File: config.mk
export PLATFORM = sky130hd
export DESIGN_NAME = mac_vec_multi_flat
export DESIGN_NICKNAME = d
export VERILOG_FILES = /design/src/rtl/mac_vec_multi_if.sv /design/src/rtl/mac_vec_multi.sv /design/src/flat_wrapper.sv
export SDC_FILE = /design/constraint.sdc
export NUM_CORES = 1
export LEC_CHECK = 0
export ABC_AREA = 1
export BUFFER_PORTS_ARGS = -buffer_cell sky130_fd_sc_hd__buf_2
export CORE_MARGIN = 2
export CORE_UTILIZATION = 40
export DETAILED_ROUTE_END_ITERATION = 8
export GPL_ROUTABILITY_DRIVEN = 0
export GPL_TIMING_DRIVEN = 0
export PLACE_DENSITY = 0.59
export SYNTH_ARGS = -nofsm -noshare
export SYNTH_HDL_FRONTEND = slang
export SYNTH_SLANG_ARGS = --single-unit
File: constraint.sdc
create_clock -name clk -period 10.79 [get_ports clk]
set_input_delay 2.158 -clock clk [delete_from_list [all_inputs] [get_ports clk]]
set_output_delay 2.158 -clock clk [all_outputs]
set_load 0.05 [all_outputs]
File: src/rtl/mac_vec_multi_if.sv
// mac_vec_multi_if: register bus of the multi-lane MAC (operands, control, result and status)
interface mac_vec_multi_if #(parameter int DATA_W = 8, LANES = 4, ACC_W = 16);
  logic [LANES*DATA_W-1:0] MAC_INA;
  logic [LANES*DATA_W-1:0] MAC_INB;
  logic [7:0] MAC_CTRL;
  logic [ACC_W-1:0] MAC_OUT;
  logic IRQ_MAC;
  logic MAC_BUSY;
  logic MAC_OVF;
  modport master (output MAC_INA, MAC_INB, MAC_CTRL, input MAC_OUT, IRQ_MAC, MAC_BUSY, MAC_OVF);
  modport slave (input MAC_INA, MAC_INB, MAC_CTRL, output MAC_OUT, IRQ_MAC, MAC_BUSY, MAC_OVF);
endinterface

File: src/rtl/mac_vec_multi.sv
// mac_vec_multi: serial multi-lane MUL/MAC/DOT/DOTACC engine; define MAC_SAT_EN to honour CTRL[5] saturation
module mac_vec_multi #(parameter int DATA_W = 8, LANES = 4, ACC_W = 16) (
  input logic clk,
  input logic reset,
  mac_vec_multi_if.slave bus
);
  localparam int W = ACC_W + $clog2(LANES) + 1;
  localparam int RW = W + 1;
  localparam int P = 2 * DATA_W;
  localparam int IW = LANES > 1 ? $clog2(LANES) : 1;
  typedef enum logic [1:0] {IDLE, MUL, DONE} state_t;
  state_t state, state_n;
  logic start_q, sgn, irq_en, clr, en, start_ev, last, ovf, ok;
`ifdef MAC_SAT_EN
  logic sat;
`endif
  logic [1:0] mode;
  logic [LANES*DATA_W-1:0] a, b;
  logic [W-1:0] wrk, wrk_n;
  logic [IW-1:0] idx;
  logic [DATA_W-1:0] a_l, b_l;
  logic [P-1:0] prod;
  logic [RW-1:0] base, r;
  logic [ACC_W-1:0] res;
  assign en = bus.MAC_CTRL[7];
  assign start_ev = en & bus.MAC_CTRL[1] & ~start_q;
  assign bus.MAC_BUSY = state == MUL;
  assign a_l = a[idx*DATA_W +: DATA_W];
  assign b_l = b[idx*DATA_W +: DATA_W];
  assign prod = {{DATA_W{sgn & a_l[DATA_W-1]}}, a_l} * {{DATA_W{sgn & b_l[DATA_W-1]}}, b_l};
  assign wrk_n = wrk + {{(W-P){sgn & prod[P-1]}}, prod};
  assign last = mode[1] ? idx == IW'(LANES - 1) : 1'b1;
  assign base = (clr | ~mode[0]) ? '0 : {{(RW-ACC_W){sgn & bus.MAC_OUT[ACC_W-1]}}, bus.MAC_OUT};
  assign r = {sgn & wrk_n[W-1], wrk_n} + base;
  // Signed fits when every bit from the ACC_W sign bit upward agrees; unsigned when the upper bits are zero
  assign ok = sgn ? (&r[RW-1:ACC_W-1] | ~|r[RW-1:ACC_W-1]) : ~|r[RW-1:ACC_W];
  assign ovf = ~ok;
`ifdef MAC_SAT_EN
  assign res = (sat & ovf) ? (r[RW-1] ? {sgn, {(ACC_W-1){1'b0}}} : {~sgn, {(ACC_W-1){1'b1}}}) : r[ACC_W-1:0];
`else
  assign res = r[ACC_W-1:0];
`endif
  always_comb begin
    state_n = state;
    if (state == IDLE) state_n = start_ev ? MUL : IDLE;
    else if (state == MUL) state_n = !en ? IDLE : last ? DONE : MUL;
    else state_n = IDLE;
  end
  always_ff @(posedge clk) begin
    if (reset) begin
      state <= IDLE;
      start_q <= 1'b0;
      bus.MAC_OUT <= '0;
      bus.IRQ_MAC <= 1'b0;
      bus.MAC_OVF <= 1'b0;
      a <= '0;
      b <= '0;
      sgn <= 1'b0;
      irq_en <= 1'b0;
      clr <= 1'b0;
      mode <= '0;
      wrk <= '0;
      idx <= '0;
`ifdef MAC_SAT_EN
      sat <= 1'b0;
`endif
    end else begin
      state <= state_n;
      start_q <= bus.MAC_CTRL[1];
      if (!en) bus.IRQ_MAC <= 1'b0;
      if (state == IDLE && start_ev) begin
        a <= bus.MAC_INA;
        b <= bus.MAC_INB;
        sgn <= bus.MAC_CTRL[6];
        clr <= bus.MAC_CTRL[4];
        mode <= bus.MAC_CTRL[3:2];
        irq_en <= bus.MAC_CTRL[0];
`ifdef MAC_SAT_EN
        sat <= bus.MAC_CTRL[5];
`endif
        wrk <= '0;
        idx <= '0;
        bus.IRQ_MAC <= 1'b0;
        if (bus.MAC_CTRL[4]) bus.MAC_OVF <= 1'b0;
      end
      if (state == MUL && en) begin
        wrk <= wrk_n;
        idx <= idx + 1'b1;
        if (last) begin
          bus.MAC_OUT <= res;
          if (ovf) bus.MAC_OVF <= 1'b1;
        end
      end
      if (state == DONE && en) bus.IRQ_MAC <= irq_en;
    end
  end
endmodule
File: src/flat_wrapper.sv
// flat-port wrapper written by rule: the top's interface ports become plain ports
module mac_vec_multi_flat 
#(parameter int DATA_W = 8, LANES = 4, ACC_W = 16)
  (clk, reset, bus_MAC_INA, bus_MAC_INB, bus_MAC_CTRL, bus_MAC_OUT, bus_IRQ_MAC, bus_MAC_BUSY, bus_MAC_OVF);
  mac_vec_multi_if #(.DATA_W(DATA_W), .LANES(LANES), .ACC_W(ACC_W)) bus_i ();
  input logic clk;
  input logic reset;
  input wire logic [$bits(bus_i.MAC_INA)-1:0] bus_MAC_INA;
  input wire logic [$bits(bus_i.MAC_INB)-1:0] bus_MAC_INB;
  input wire logic [$bits(bus_i.MAC_CTRL)-1:0] bus_MAC_CTRL;
  output wire logic [$bits(bus_i.MAC_OUT)-1:0] bus_MAC_OUT;
  output wire logic [$bits(bus_i.IRQ_MAC)-1:0] bus_IRQ_MAC;
  output wire logic [$bits(bus_i.MAC_BUSY)-1:0] bus_MAC_BUSY;
  output wire logic [$bits(bus_i.MAC_OVF)-1:0] bus_MAC_OVF;
  assign bus_i.MAC_INA = bus_MAC_INA;
  assign bus_i.MAC_INB = bus_MAC_INB;
  assign bus_i.MAC_CTRL = bus_MAC_CTRL;
  assign bus_MAC_OUT = bus_i.MAC_OUT;
  assign bus_IRQ_MAC = bus_i.IRQ_MAC;
  assign bus_MAC_BUSY = bus_i.MAC_BUSY;
  assign bus_MAC_OVF = bus_i.MAC_OVF;
  mac_vec_multi #(.DATA_W(DATA_W), .LANES(LANES), .ACC_W(ACC_W)) u_core (.clk(clk), .reset(reset), .bus(bus_i));
endmodule
# Word level (Yosys, flattened, before mapping)
# Cells that the tools add are included.
# word_totals
output_inout_bits	19
input_bits	74
regBits	111
# op_classes
eq_ne	4
bitwise_logic	11
multipliers	1
mux	20
n_shift	2
reduce_logical	11
addsub	3
# op_table
operator	count
indexed part select 32 x 6 -> 8 bit	2
2-to-1 mux 19 bit	2
adder 20 bit	1
2-to-1 mux 20 bit	1
adder 19 bit	1
multiplier 9 x 9 -> 16 bit	1
2-to-1 mux 2 bit	6
2-to-1 mux 1 bit	11
AND 1 bit	7
AND reduction 5 bit	1
OR reduction 5 bit	1
equality test 2 bit, second input constant	2
OR reduction 4 bit	1
logical AND 1 bit	3
!= test 3 x 1 -> 1 bit, second input constant	1
adder 2 x 1 -> 2 bit, second input constant	1
equality test 2 x 1 -> 1 bit, second input constant	1
logical NOT 1 bit	2
logical NOT 2 bit	1
NOT 1 bit	2
bitwise OR 1 bit	2
AND reduction 2 bit	1
nonzero test 2 bit	1

# Depth between registers and ports, before layout
# Gate-level depths: netlist (run 1).
# depth
ltp_word	14
ltp_mapped	52

# Worst setup path after synthesis (run 1)
# OpenSTA, ideal clock, no wires.
# synth_path
kind	reg2reg
startpoint	register u_core.idx[0]
endpoint	register u_core.bus.MAC_OVF
arrival_ns	7.996
setup_slack_ns	2.664
setup_time_ns	0.131
synth_period_minus_slack_ns	8.126
t_required_ns	10.659
stages_incl_launch_ff	43
path_cell_list	dfxtp_1 > buf_6 > inv_4 > clkbuf_1 > clkbuf_1 > nand2_1 > a32oi_1 > inv_1 > nor2_1 > fa_1 > inv_1 > fa_1 > fa_1 > fa_1 > inv_1 > ha_1 > ha_1 > a21oi_1 > [7 not listed] > inv_1 > nor3_1 > nor3b_1 > nand4_1 > nand3_1 > xor2_1 > ha_1 > inv_1 > nor3_1 > nor3b_1 > nand4_1 > nand3_1 > xor2_1 > nand2_1 > nor2_1 > nand2_1 > nand3_1 > a21oi_2
# synth_between
elab_chain_cells	14
# synth_lines
element	line_no	text
start: declaration	mac_vec_multi.sv:20	logic [IW-1:0] idx;
start signal: assignment	mac_vec_multi.sv:88	idx <= idx + 1'b1;
indexed part select 32 x 6 -> 8 bit (on tied branches)	mac_vec_multi.sv:28, mac_vec_multi.sv:29	
AND 1 bit	mac_vec_multi.sv:30	assign prod = {{DATA_W{sgn & a_l[DATA_W-1]}}, a_l} * {{DATA_W{sgn & b_l[DATA_W-1]}}, b_l};
multiplier 9 x 9 -> 16 bit	mac_vec_multi.sv:30	
AND 1 bit	mac_vec_multi.sv:31	assign wrk_n = wrk + {{(W-P){sgn & prod[P-1]}}, prod};
adder 19 bit	mac_vec_multi.sv:31	
AND 1 bit	mac_vec_multi.sv:34	assign r = {sgn & wrk_n[W-1], wrk_n} + base;
adder 20 bit	mac_vec_multi.sv:34	
OR reduction 5 bit	mac_vec_multi.sv:36	assign ok = sgn ? (&r[RW-1:ACC_W-1] | ~|r[RW-1:ACC_W-1]) : ~|r[RW-1:ACC_W];
logical NOT 1 bit	mac_vec_multi.sv:36	
bitwise OR 1 bit	mac_vec_multi.sv:36	
2-to-1 mux 1 bit	mac_vec_multi.sv:36	
2-to-1 mux 1 bit	mac_vec_multi.sv:91	if (ovf) bus.MAC_OVF <= 1'b1;
2-to-1 mux 1 bit (*)	mac_vec_multi.sv:89	if (last) begin
2-to-1 mux 1 bit (*)	mac_vec_multi.sv:86	if (state == MUL && en) begin
end signal: assignment	mac_vec_multi.sv:55	bus.MAC_OVF <= 1'b0;
end signal: assignment	mac_vec_multi.sv:84	if (bus.MAC_CTRL[4]) bus.MAC_OVF <= 1'b0;
end signal: assignment	mac_vec_multi.sv:91	
end: declaration	mac_vec_multi_if.sv:11	modport slave (input MAC_INA, MAC_INB, MAC_CTRL, output MAC_OUT, IRQ_MAC, MAC_BUSY, MAC_OVF);
# Mark *: on every way between the ends. The rest lies on a longest branch, timed or not.
# A chain may end at the register's enable or synchronous reset.

# Worst setup path after layout (run 1)
# Ends and elaborated chain as after synthesis.

==> impl_metrics.json, run 1 <==
{
  "vias_per_cell": 4.99,
  "cts_buffer_depth": 2,
  "syn_to_final_growth_pct": 12.1,
  "htree_levels": 3,
  "synth_most_common_cell": "nand2_1",
  "drive_above_1_share_pct": 9.68,
  "remaining_drc_errors": 0,
  "grt_max_degree": 21,
  "synthSimpleGateAreaFrac_pct": 23.9,
  "routed_wl_mm": 24.0,
  "critical_path.most_common_cell": "inv_1",
  "cts_buffers": 9,
  "min_from": "u_core.irq_en",
  "path_delay_family": "adder cells",
  "cp-start-kind": "flop",
  "cpMaxStageDelayCell": "a32oi_1",
  "synth_top_family_by_area": "adder cells",
  "ys_types": 35,
  "nets": 1610,
  "synth-adder-area-share_pct": 24.0,
  "slowest_delay_ns": 0.71,
  "final_util_pct": 45.5,
  "maxSlewViolCount": 0,
  "clk_latency_ns": 0.36,
  "setup_viol": 0,
  "pin_count": 93,
  "grt_antenna_before_repair": 0,
  "detail_route.wl_per_cell_microns": 14.2,
  "tns_ns": 0,
  "power_density_mw_per_mm2": 94.2,
  "cts_hold_buf": 0,
  "fmax_mhz": 102,
  "grt_pass1_wl_mm": 38.6,
  "finalNonFillerCells": 1690,
  "slew_headroom_pct": 37.0,
  "ys.flop_type": "dfxtp_1",
  "status": "finished, final reports clean",
  "clockRootBuffer": "clkbuf_16",
  "cts_tree": "built",
  "crit_required_ns": 11.02,
  "postRouteAntennaNets": 0,
  "start_util_pct": 40.6,
  "dr.pass1.iters": 5,
  "maxCapViolCount": 0,
  "fin_crit_sh_pct": 90.7,
  "placementRows": 55,
  "syn_inst": 1298,
  "cts_resized": 0,
  "grt_pass1_vias": 7801,
  "synthArstFlopShare_pct": 0,
  "cts.sinks": 111,
  "rsz0062_at_grt": "false",
  "clkTransAtPathRegs_ns": 0.09,
  "antenna_cells": 0,
  "r2r_start": "u_core.idx[0]",
  "worstPathArrival_ns": 10.02,
  "syn-cell-area_sq_mm": 0.00914,
  "synth_mux_area_share_pct": 0,
  "finClkSkew_ns": 0.0161,
  "critical_path_class": "reg -> reg",
  "synth-compound-area-share_pct": 14.6,
  "synth_edf_count": 0,
  "ys_seq_area_share_pct": 24.3,
  "synth_xor_area_share_pct": 3.64,
  "yosys_warnings": 0,
  "finalCriticalPeriod_ns": 9.78,
  "yosys-top-cells-area": "dfxtp_1 24%, fa_1 14%, nand2_1 10%, ha_1 9.7%, nor2_1 9.2%",
  "dp_hpwl_mm": 19.8,
  "die_w_microns": 155,
  "synth.largest_area_cell": "dfxtp_1",
  "hold_viol": 0,
  "ys_ff_latch": 111,
  "place_inst": 1674,
  "coreArea_sq_mm": 0.0225,
  "path_max_fanout": 10,
  "leakage_uw": 0.00516,
  "endpoint_kind": "flop",
  "vias": 8430,
  "drt_iter0_drc": 380,
  "grt-ovfl-total": 0,
  "hold_path.class": "reg -> reg",
  "track_usage_pct": 20.1,
  "worst-path-buf-inv": 11,
  "worstMarginPinSlew_ns": 0.945,
  "hold_ws_ns": 0.471,
  "syn_nets": 1508,
  "postCtsSetupRepairBufs": 0,
  "yosys-top-cells-count": "247 x nand2_1, 225 x nor2_1, 178 x inv_1",
  "port_buffers": 91,
  "die_height_microns": 155,
  "critPathLaunch": "u_core.idx[0]",
  "die-area_sq_mm": 0.0241,
  "synth_top_area_share_pct": 24.3,
  "ir_worst_vdd_mv": 0.0822,
  "avgSynthCellArea_sq_um": 7.04,
  "p_total_uw": 965
}
[registers in the layout (all words and copies together), names as in the netlist]
register            count
u_core.a               32
u_core.b               32
u_core.wrk             19
u_core.bus.MAC_OUT     16
u_core.idx              2
u_core.mode             2
u_core.state            2
u_core.bus.IRQ_MAC      1
u_core.bus.MAC_OVF      1
u_core.clr              1
u_core.irq_en           1
u_core.sgn              1
u_core.start_q          1
[metal layers]
metal | GRT usage (%) | routed length, microns | vias up | part of all wire, %
met5 | 0 | 0 | - | 0
met4 | 5.03 | 434 | 0 | 1.8
met3 | 3.01 | 1110 | 25 | 4.6
met2 | 32.5 | 10600 | 205 | 44
met1 | 28.3 | 11900 | 3865 | 49
li1 | - | - | 4335 | -
[placed cells by master (no fill, tap or decap), drive strengths merged]
cell type	n
o211ai	3
nor2	225
clkbuf	46
o31ai	3
nor3	5
clkinvlp	1
or2	2
nand4	5
and2	1
nand3	40
ha	71
nor3b	3
o21ai	103
o21a	1
dfxtp	111
a32oi	13
a21o	7
xor2	20
xnor2	18
inv	184
clkinv	5
a2111oi	1
fa	65
a21oi	105
nor4	1
nand2	259
buf	98
a211oi	1
a31oi	8
[where the power goes]
part	leakage [uW]	total, uW	switching (uW)	internal, uW
logic	0.00411	190	124	65.6
clock network	0.000142	336	173	163
registers	0.000906	439	10.5	429
[cell type report]
cell class,instances,area (sq um)
clock inverter,7,65.1
buffer,44,189
tap,285,357
inverter,183,689
clock buffer,9,225
timing repair buffer,91,455
sequential,111,2220
fill,2329,12300
multi-input combinational,960,6040
[final timing paths]
path / to / slack (ns) / cells past startpoint
worst max-delay path: u_core.bus.MAC_OVF / 1.01 / 42
worst min register to register: u_core.irq_en / 0.47 / 2
worst min-delay path: u_core.irq_en / 0.47 / 2
worst max register to register: u_core.bus.MAC_OVF / 1.01 / 42
[worst reg2reg max path, delay by kind of cell, from the launching register on]
family,cells,cell delay (ns)
adder cells (fa/ha/maj),8,3.43
XOR/XNOR,2,0.42
AND/OR/NAND/NOR,17,2.57
buffers and inverters,11,1.84
flip-flops,1,0.33
AO/OA/AOI/OAI,4,1.05
[through the flow]
step / setup WS [ns] / cell area [sq um]
3_3_place_gp: 1.07 / 9950
6_report: 1.01 / 10200
4_1_cts: 0.937 / 10200
3_5_place_dp: 0.983 / 9950
5_1_grt: 0.184 / 10200
2_1_floorplan: 2.66 / 9140
[cells by family after synthesis]
family,count (synthesis)
and+or+nand+nor,541
AOI/OAI and AO/OA,245
buffers and inverters,227
adders and majority gates,136
DFF,111
xor gates and xnor gates,38
Note: power is estimated with default switching activity, not from simulation.
==> run 2, diff against run 1 <==
--- a/config.mk
+++ b/config.mk
@@ -9,6 +9,7 @@
 export BUFFER_PORTS_ARGS = -buffer_cell sky130_fd_sc_hd__buf_2
 export CORE_MARGIN = 2
 export CORE_UTILIZATION = 40
+export CTS_BUF_LIST = sky130_fd_sc_hd__clkbuf_4
 export DETAILED_ROUTE_END_ITERATION = 8
 export GPL_ROUTABILITY_DRIVEN = 0
 export GPL_TIMING_DRIVEN = 0
==> impl_metrics.json, run 2 (synthesized netlist as in run 1, its figures left out) <==
{
  "die-area_sq_mm": 0.0241,
  "postCtsSetupRepairBufs": 0,
  "mostFrequentLayoutCells": "247 x nand2_1, 225 x nor2_1, 178 x inv_1",
  "die_w_microns": 155,
  "r2r_start": "u_core.idx[0]",
  "dr.pass1.iters": 5,
  "cts_hold_buf": 0,
  "fillers": 2350,
  "clkTransAtPathRegs_ns": 0.20,
  "drt_iter0_drc": 368,
  "fin_crit_sh_pct": 91.1,
  "leakage_uw": 0.00509,
  "critPathLaunch": "u_core.idx[0]",
  "r2r_cells": 42,
  "clk_latency_ns": 0.53,
  "pre_cts_ws_ns": 0.983,
  "maxSlewViolCount": 0,
  "final_common_cell": "nand2_1",
  "cts_resized": 0,
  "clockRootBuffer": "clkbuf_4",
  "grt_max_degree": 21,
  "htree_levels": 3,
  "drive_above_1_share_pct": 9.68,
  "ir_worst_vdd_mv": 0.0669,
  "port_buffers": 91,
  "cp-endpoint": "u_core.bus.MAC_OVF",
  "critical_path.most_common_cell": "inv_1",
  "power_density_mw_per_mm2": 83.4,
  "crit_required_ns": 11.20,
  "worst_slack_ns": 0.956,
  "placementRows": 55,
  "biggestRegsByFlops": "u_core.a: 32 flops, u_core.b: 32 flops, u_core.wrk: 19 flops",
  "pwr-share-seq_pct": 52.3,
  "routed_wl_mm": 24.0,
  "postRouteAntennaNets": 0,
  "detail_route.wl_per_cell_microns": 14.2,
  "track_usage_pct": 20.1,
  "dpl-instance-area_sq_mm": 0.00995,
  "vias": 8378,
  "grt_pass1_vias": 7819,
  "dp_hpwl_mm": 19.8,
  "tns_ns": 0,
  "worstMarginPinSlew_ns": 0.953,
  "grt_antenna_before_repair": 2,
  "status": "finished, final reports clean",
  "hold_path.class": "reg -> reg",
  "cpMaxStageDelayCell": "a32oi_1",
  "die_height_microns": 155,
  "vias_per_cell": 4.95,
  "r2r-end": "u_core.bus.MAC_OVF",
  "sw_frac_of_total_pct": 34.9,
  "r2r_slack_ns": 0.96,
  "maxCapViolCount": 0,
  "slowest_delay_ns": 0.72,
  "remaining_drc_errors": 0,
  "hold_viol": 0,
  "setup_viol": 0,
  "stdcell_area_sq_mm": 0.0101,
  "switchingPower_uw": 294,
  "pin_count": 93,
  "syn_to_final_growth_pct": 10.4,
  "rsz0062_at_grt": "false",
  "grt_pass1_wl_mm": 38.6,
  "internal_power_uw": 548,
  "slew_headroom_pct": 36.5,
  "cts_tree": "built",
  "comb_power_share_pct": 22.5,
  "cts_buffers": 9,
  "cts_buffer_depth": 2,
  "start_util_pct": 40.6,
  "fmax_mhz": 102,
  "clockPowerShare_pct": 25.2,
  "grt-ovfl-total": 0,
  "critical_path_class": "reg -> reg",
  "cp-start-kind": "flop",
  "endpoint_kind": "flop",
  "final_util_pct": 44.8,
  "nets": 1610,
  "worstPathArrival_ns": 10.24,
  "coreArea_sq_mm": 0.0225,
  "finalCriticalPeriod_ns": 9.83,
  "finClkSkew_ns": 0.0458,
  "path_max_fanout": 10,
  "cts.sinks": 111
}
[run 2: cell types whose count changed in the layout (fill, tap and decap cells not counted), sizes merged]
cell / previous run / this run
diode: 0 / 3
[run 2: power groups by stage]
stage / Combinational [uW] / Sequential (uW) / Clock, uW
finish: 190 / 440 / 212
global route: 216 / 443 / 235
CTS: 191 / 441 / 219
detailed placement: 191 / 449 / 0
global placement: 189 / 449 / 0
floorplan: 127 / 452 / 0
[run 2: critical path: cells and delay by family (launching register included)]
family / cells / cell delay (ns)
flops: 1 / 0.36
simple gates: 20 / 2.99
fa+ha+maj: 8 / 3.43
xor+xnor: 2 / 0.42
buf+inv: 10 / 1.72
compound gates: 2 / 0.78
[run 2: area by class of cell]
type	count	area (sq um)	share of cell area, %
multi-input combinational	960	6040	59.8
tap	285	357	3.53
clock buffer	9	67.6	0.670
buffer	44	189	1.87
antenna	3	7.51	0.0744
inverter	183	689	6.83
clock inverter	7	65.1	0.645
timing repair buffer	91	455	4.51
sequential	111	2220	22.0
[run 2: how the worst min path moves through the flow]
stage / start / to / slack, ns / cells after the start
after floorplan: u_core.irq_en / u_core.irq_en / 0.43 / 2
after global routing: u_core.wrk[13] / u_core.wrk[13] / 0.50 / 2
after detailed placement: u_core.irq_en / u_core.irq_en / 0.46 / 2
final: u_core.irq_en / u_core.irq_en / 0.48 / 2
after CTS: u_core.wrk[2] / u_core.wrk[2] / 0.48 / 2
after global placement: u_core.wrk[0] / u_core.wrk[0] / 0.46 / 2
[run 2: layer usage]
layer  wire [microns]  global-route usage (%)  share of wire (%)  vias to the layer above
met5                0                       0                  0                        -
met4              439                    4.94                1.8                        0
met3             1080                    3.20                4.5                       25
met2            10600                    32.4                 44                      181
met1            11900                    28.2                 50                     3835
li1                 -                       -                  -                     4337
[run 2: metrics by stage]
step                      power, uW  hold slack (ns)  instances
after floorplan                 580            0.427       1298
after global placement          638            0.455       1674
after detailed placement        640            0.457       1674
after CTS                       851            0.483       1690
after global routing            894            0.496       1693
final                           842            0.481       1693
